File: src/rtl/apb_sched_pkg.sv
// Shared types and defaults for the two-requester APB scheduler.
package apb_sched_pkg;

  // Transfer FSM encoding; also exported on the debug state port.
  typedef enum logic [1:0] {
    IDLE   = 2'b00,
    SETUP  = 2'b01,
    ACCESS = 2'b10
  } state_e;

  // Maximum ACCESS cycles spent waiting on PREADY before a transfer is abandoned.
  localparam int TIMEOUT_DEFAULT = 16;

  // PADDR bit that picks the slave: 0 = UART (PSEL0), 1 = GPIO (PSEL1).
  localparam int SEL_BIT_DEFAULT = 12;

endpackage

File: src/rtl/apb_rr_scheduler_rr_arb2.sv
// Two-way round-robin choice. A lone request wins outright; when both
// requesters are present, the one that was not granted last wins.
module rr_arb2 (
  input  logic [1:0] req_i,   // bit N = requester N has a command
  input  logic       last_i,  // index of the requester granted most recently
  output logic [1:0] gnt_o    // one-hot grant, all zero when nothing requests
);

  // Pure combinational pick; no state lives here.
  always_comb begin
    gnt_o = 2'b00;
    if (req_i[0] && req_i[1]) begin
      gnt_o = last_i ? 2'b01 : 2'b10;
    end else begin
      gnt_o = req_i;
    end
  end

endmodule

File: src/rtl/apb_rr_scheduler.sv
// Serialises commands from two requesters onto one APB bus that reaches a
// UART (PSEL0) and a GPIO block (PSEL1), with a per-transfer PREADY timeout.
//
// Requester handshake: a command is offered by holding reqN_valid together
// with write/addr/wdata. It is taken in the cycle where reqN_ready is 1 (only
// ever while reqN_valid is 1); the command fields are captured on that edge.
// Dropping valid before ready withdraws the command. Completion is reported
// later by a one-cycle reqN_done, with reqN_err=1 meaning PREADY never came.
module apb_rr_scheduler
  import apb_sched_pkg::*;
#(
  parameter int TIMEOUT = TIMEOUT_DEFAULT,
  parameter int SEL_BIT = SEL_BIT_DEFAULT
) (
  input  logic        PCLK,
  input  logic        PRESET,
  input  logic        req0_valid,
  input  logic        req0_write,
  input  logic [31:0] req0_addr,
  input  logic [31:0] req0_wdata,
  output logic        req0_ready,
  output logic        req0_done,
  output logic        req0_err,
  output logic [31:0] req0_rdata,
  input  logic        req1_valid,
  input  logic        req1_write,
  input  logic [31:0] req1_addr,
  input  logic [31:0] req1_wdata,
  output logic        req1_ready,
  output logic        req1_done,
  output logic        req1_err,
  output logic [31:0] req1_rdata,
  output logic        PSEL0,
  output logic        PSEL1,
  output logic        PENABLE,
  output logic [31:0] PADDR,
  output logic [31:0] PWDATA,
  output logic        PWRITE,
  input  logic [31:0] PRDATA0,
  input  logic [31:0] PRDATA1,
  input  logic        PREADY0,
  input  logic        PREADY1,
  output logic [1:0]  dbg_state
);

  localparam int CW = $clog2(TIMEOUT + 1);

  state_e        state_q, state_d;
  logic          last_q, last_d;      // requester granted most recently
  logic          owner_q, owner_d;    // requester owning the current transfer
  logic          pwrite_q, pwrite_d;
  logic [31:0]   paddr_q, paddr_d;
  logic [31:0]   pwdata_q, pwdata_d;
  logic [CW-1:0] cnt_q, cnt_d;        // ACCESS cycles seen without PREADY
  logic [1:0]    done_q, done_d;
  logic [1:0]    err_q, err_d;
  logic [31:0]   rdata0_q, rdata0_d;
  logic [31:0]   rdata1_q, rdata1_d;

  logic [1:0]    gnt;
  logic [1:0]    ready;
  logic          sel;
  logic          pready_sel;
  logic [31:0]   prdata_sel;
  logic          in_xfer;

  rr_arb2 u_arb (
    .req_i  ({req1_valid, req0_valid}),
    .last_i (last_q),
    .gnt_o  (gnt)
  );

  // Slave routing and handshake decode from the registered command and state.
  always_comb begin
    sel        = paddr_q[SEL_BIT];
    pready_sel = sel ? PREADY1 : PREADY0;
    prdata_sel = sel ? PRDATA1 : PRDATA0;
    in_xfer    = (state_q == SETUP) || (state_q == ACCESS);
    ready      = (state_q == IDLE && !PRESET) ? gnt : 2'b00;
  end

  // Next-state and datapath updates for the IDLE/SETUP/ACCESS sequence.
  always_comb begin
    state_d  = state_q;
    last_d   = last_q;
    owner_d  = owner_q;
    pwrite_d = pwrite_q;
    paddr_d  = paddr_q;
    pwdata_d = pwdata_q;
    cnt_d    = cnt_q;
    done_d   = 2'b00;
    err_d    = 2'b00;
    rdata0_d = rdata0_q;
    rdata1_d = rdata1_q;
    case (state_q)
      IDLE: begin
        if (gnt[0]) begin
          owner_d  = 1'b0;
          last_d   = 1'b0;
          pwrite_d = req0_write;
          paddr_d  = req0_addr;
          pwdata_d = req0_wdata;
          cnt_d    = '0;
          state_d  = SETUP;
        end else if (gnt[1]) begin
          owner_d  = 1'b1;
          last_d   = 1'b1;
          pwrite_d = req1_write;
          paddr_d  = req1_addr;
          pwdata_d = req1_wdata;
          cnt_d    = '0;
          state_d  = SETUP;
        end
      end
      SETUP: begin
        state_d = ACCESS;
      end
      ACCESS: begin
        if (pready_sel) begin
          state_d         = IDLE;
          done_d[owner_q] = 1'b1;
          if (!pwrite_q) begin
            if (owner_q) rdata1_d = prdata_sel;
            else         rdata0_d = prdata_sel;
          end
        end else if (cnt_q == CW'(TIMEOUT - 1)) begin
          // Last allowed wait cycle: give up, read data is left untouched.
          state_d         = IDLE;
          done_d[owner_q] = 1'b1;
          err_d[owner_q]  = 1'b1;
        end else begin
          cnt_d = cnt_q + CW'(1);
        end
      end
      default: begin
        state_d = IDLE;
      end
    endcase
  end

  // State register; reset abandons any transfer in flight without a done.
  always_ff @(posedge PCLK) begin
    if (PRESET) begin
      state_q  <= IDLE;
      last_q   <= 1'b1;
      owner_q  <= 1'b0;
      pwrite_q <= 1'b0;
      paddr_q  <= '0;
      pwdata_q <= '0;
      cnt_q    <= '0;
      done_q   <= 2'b00;
      err_q    <= 2'b00;
      rdata0_q <= '0;
      rdata1_q <= '0;
    end else begin
      state_q  <= state_d;
      last_q   <= last_d;
      owner_q  <= owner_d;
      pwrite_q <= pwrite_d;
      paddr_q  <= paddr_d;
      pwdata_q <= pwdata_d;
      cnt_q    <= cnt_d;
      done_q   <= done_d;
      err_q    <= err_d;
      rdata0_q <= rdata0_d;
      rdata1_q <= rdata1_d;
    end
  end

  assign req0_ready = ready[0];
  assign req1_ready = ready[1];
  assign req0_done  = done_q[0];
  assign req1_done  = done_q[1];
  assign req0_err   = err_q[0];
  assign req1_err   = err_q[1];
  assign req0_rdata = rdata0_q;
  assign req1_rdata = rdata1_q;

  assign PSEL0   = in_xfer && !sel;
  assign PSEL1   = in_xfer && sel;
  assign PENABLE = (state_q == ACCESS);
  assign PADDR   = paddr_q;
  assign PWDATA  = pwdata_q;
  assign PWRITE  = pwrite_q;

  assign dbg_state = state_q;

endmodule
File: config.mk
export PLATFORM = sky130hd
export DESIGN_NAME = apb_rr_scheduler
export DESIGN_NICKNAME = d
export VERILOG_FILES = /design/src/rtl/apb_sched_pkg.sv /design/src/rtl/apb_rr_scheduler_rr_arb2.sv /design/src/rtl/apb_rr_scheduler.sv
export SDC_FILE = /design/constraint.sdc
export NUM_CORES = 1
export LEC_CHECK = 0
export ABC_CLOCK_PERIOD_IN_PS = 2300
export CAP_MARGIN = 0
export CORE_ASPECT_RATIO = 2
export CORE_MARGIN = 4
export CORE_UTILIZATION = 39
export DETAILED_ROUTE_END_ITERATION = 8
export GPL_TIMING_DRIVEN = 0
export HOLD_SLACK_MARGIN = 0.1
export PLACE_DENSITY = 0.81
export SETUP_SLACK_MARGIN = 0.3
export SLEW_MARGIN = 20
export SYNTH_ARGS = -nofsm -noshare
export SYNTH_HDL_FRONTEND = slang
export SYNTH_HIERARCHICAL = 1
export SYNTH_SLANG_ARGS = --single-unit
File: constraint.sdc
create_clock -name PCLK -period 2.3 [get_ports PCLK]
set_input_delay 0.23 -clock PCLK [delete_from_list [all_inputs] [get_ports PCLK]]
set_output_delay 0.23 -clock PCLK [all_outputs]
set_load 0.01 [all_outputs]
==> results_dict.tcl <==
set metrics [dict create \
    outcome "finished clean" \
    num_rows 64 \
    synth_ff_type "dfxtp_1" \
    place.gp.congestion 0.864 \
    antenna_found_initial 0 \
    track_usage 0.250 \
    fmax_mhz 500 \
    setup_tns_ns 0 \
    drive_gt1_frac 0.114 \
    critPathLaunchType "primary input" \
    cellPowerDensity_nw_per_um2 738 \
    num-fill-cells 1241 \
    crit_chain "clkdlybuf4s50_1, buf_4, clkbuf_4, nor2_1, dlygate4sd2_1" \
    final_nets 1182 \
    initial_core_util 0.399 \
    cpPeakStageDelay_ns 0.61 \
    clock_skew_ns 0.00758 \
    synth_cell_types 34 \
    core-area_um2 15400 \
    grt_setup_unrepaired "true" \
    hp-class "in -> reg" \
    grt_pass1_wl_mm 34.7 \
    wl_per_cell_um 19.8 \
    holdWs_ns 0.453 \
    numCtsBuffers 17 \
    relSlewSlack 0.459 \
    grt_pass1_vias 6330 \
    dr.pass1.iters 4 \
    ys_ff_latch 142 \
    drc 0 \
    via_per_inst 5.13 \
    totalPowerFinal_uw 7760 \
    synth_edf_count 0 \
    synth_top_area_cell "dfxtp_1" \
    drtIter0Drc 228 \
    crit_buf_inv 4 \
    syn_inst 615 \
    drv_slew 0 \
    antenna-diode-count 0 \
    drv_cap 0 \
    port_buffers 339 \
    syn_area_um2 6130 \
    dp_slack_ns -0.587 \
    p_leak_uw 0.00392 \
    hold_buffers 0 \
    ir_worst_vdd_v 0.000527 \
    synth_most_common_cell "dfxtp_1" \
    path_delay_family "buffers and inverters" \
    synth_fp_nets 820 \
    critical_path_required_ns 2.07 \
    period_needed_ns 2.00 \
    tightest_slew_ns 0.812 \
    fp.dieW_um 96.7 \
    ys_top_cells_by_area "dfxtp_1 46%, mux2i_1 16%, a211oi_1 13%, nor2_1 8.3%, a211oi_2 5.7%" \
    synth_area_per_cell_um2 9.97 \
    worstPathArrival_ns 1.77 \
    crit_type "in -> out" \
    tritoncts "yes" \
    gr-total-overflow 0 \
    insertion_delay_ns 0.42 \
    num_vias 6097 \
    ioPinCount 340 \
    grt_max_degree 17 \
    antenna_left 0 \
    synth_commonest_cells "142 x dfxtp_1, 135 x nor2_1, 104 x a211oi_1, 98 x mux2i_1, 32 x clkbuf_1" \
    path_clk_slew_ns 0.06 \
    clockBufferDepth 2 \
    setup_ws_ns 0.302 \
    clock_sink_count 142 \
    ys_warn_count 6 \
    die_y_um 185 \
    period_share 0.869 \
    yosysSeqAreaShare 0.464 \
    crit_fanout 10 \
    cts_root_buffer "clkbuf_16" \
    setup_viol 0 \
    synth_top_cell_area_share 0.464 \
    syn_to_final_growth_pct 71.6 \
    end_kind "output port" \
    die_area_um2 17900 \
    hold_viol_final 0 \
    cp_slowest_cell "clkdlybuf4s50_1" \
    dpl.hpwl_mm 18.7 \
    routed_wl_mm 23.6 \
    h-tree-depth 4 \
    synthArstFlopShare 0 \
]
## worst paths after layout
path / from / end / slack [ns] / cells after the start
setup / recovery: PRESET / req1_ready / 0.30 / 5
hold reg to reg: cnt_q[4]$_SDFFE_PP0P_ / cnt_q[4]$_SDFFE_PP0P_ / 0.49 / 1
setup reg to reg: cnt_q[0]$_SDFFE_PP0P_ / cnt_q[0]$_SDFFE_PP0P_ / 0.40 / 6
hold / removal: req1_wdata[16] / PWDATA[16]$_SDFFE_PP0P_ / 0.45 / 3
## area by class of cell
cell class | count | area [um^2] | area share
Buffer | 56 | 375 | 0.0357
Clock buffer | 18 | 439 | 0.0418
Clock inverter | 14 | 154 | 0.0146
Inverter | 6 | 22.5 | 0.00214
Multi-Input combinational cell | 410 | 3010 | 0.286
Sequential cell | 142 | 2850 | 0.270
Tap cell | 198 | 248 | 0.0236
Timing Repair Buffer | 344 | 3430 | 0.326
## layout by cell type (no fill, tap or decap), types with 2 or more instances in the layout
cell	count
nand2_1	5
nor2_1	134
nand2b_1	5
inv_6	7
nor3_1	3
clkbuf_16	17
clkinv_4	2
bufinv_16	2
buf_2	10
dfxtp_2	2
a211oi_2	29
nor2b_1	3
dlygate4sd2_1	3
clkdlybuf4s50_1	335
clkinv_2	3
mux2i_1	98
buf_12	2
dfxtp_1	140
inv_1	6
ha_1	4
buf_8	2
nand3b_1	2
a21oi_1	4
clkbuf_2	7
clkbuf_1	20
buf_4	10
a211oi_1	103
clkbuf_4	2
a22o_1	2
buf_6	9
## sequential cells by signal, indices dropped and copies added (netlist names)
register,count
cnt_q,5
owner_q,1
dbg_state,2
PADDR,32
done_q,2
last_q,1
req0_rdata,32
err_q,2
PWRITE,1
req1_rdata,32
PWDATA,32
## tightest hold or removal path, cell delays in order
cell and delay (ns):
clkdlybuf4s50_1 0.39, mux2i_1 0.12, a211oi_1 0.08
## routing by layer
| metal | wire (um) | share of wire | track usage | up-vias |
|---|---|---|---|---|
| met3 | 1620 | 0.069 | 0.0705 | 52 |
| met1 | 7830 | 0.33 | 0.232 | 2841 |
| li1 | - | - | - | 2946 |
| met2 | 13100 | 0.56 | 0.490 | 258 |
| met4 | 1020 | 0.043 | 0.124 | 0 |
| met5 | 0 | 0 | 0 | - |
## kinds of logic (layout without fill, tap and decap cells)
group / Yosys count / after routing / synth area share
simple gates: 161 / 161 / 0.110
fa+ha+maj: 5 / 5 / 0.0102
flops: 142 / 142 / 0.464
mux: 100 / 100 / 0.166
buf+inv: 63 / 438 / 0.0525
compound gates: 144 / 144 / 0.198
## timing repair
action | in CTS | in global routing
setup buffers | 3 | 1
gates resized for setup | 30 | 32
gates cloned | 0 | 1
pin swaps | 0 | 2
setup endpoints to repair | 65 | 136
## power by group
| part | internal, uW | switching (uW) |
|---|---|---|
| Combinational | 1130 | 1020 |
| Sequential | 2700 | 138 |
| Clock | 1650 | 1130 |
## through the flow
step,util,area (um^2),cells
finish,0.684,10500,1188
global route,0.684,10500,1188
floorplan,-,6130,615
CTS,0.680,10500,1187
global placement,0.635,9770,1152
detailed placement,0.635,9770,1152
Note: power is estimated with default switching activity, not from simulation.
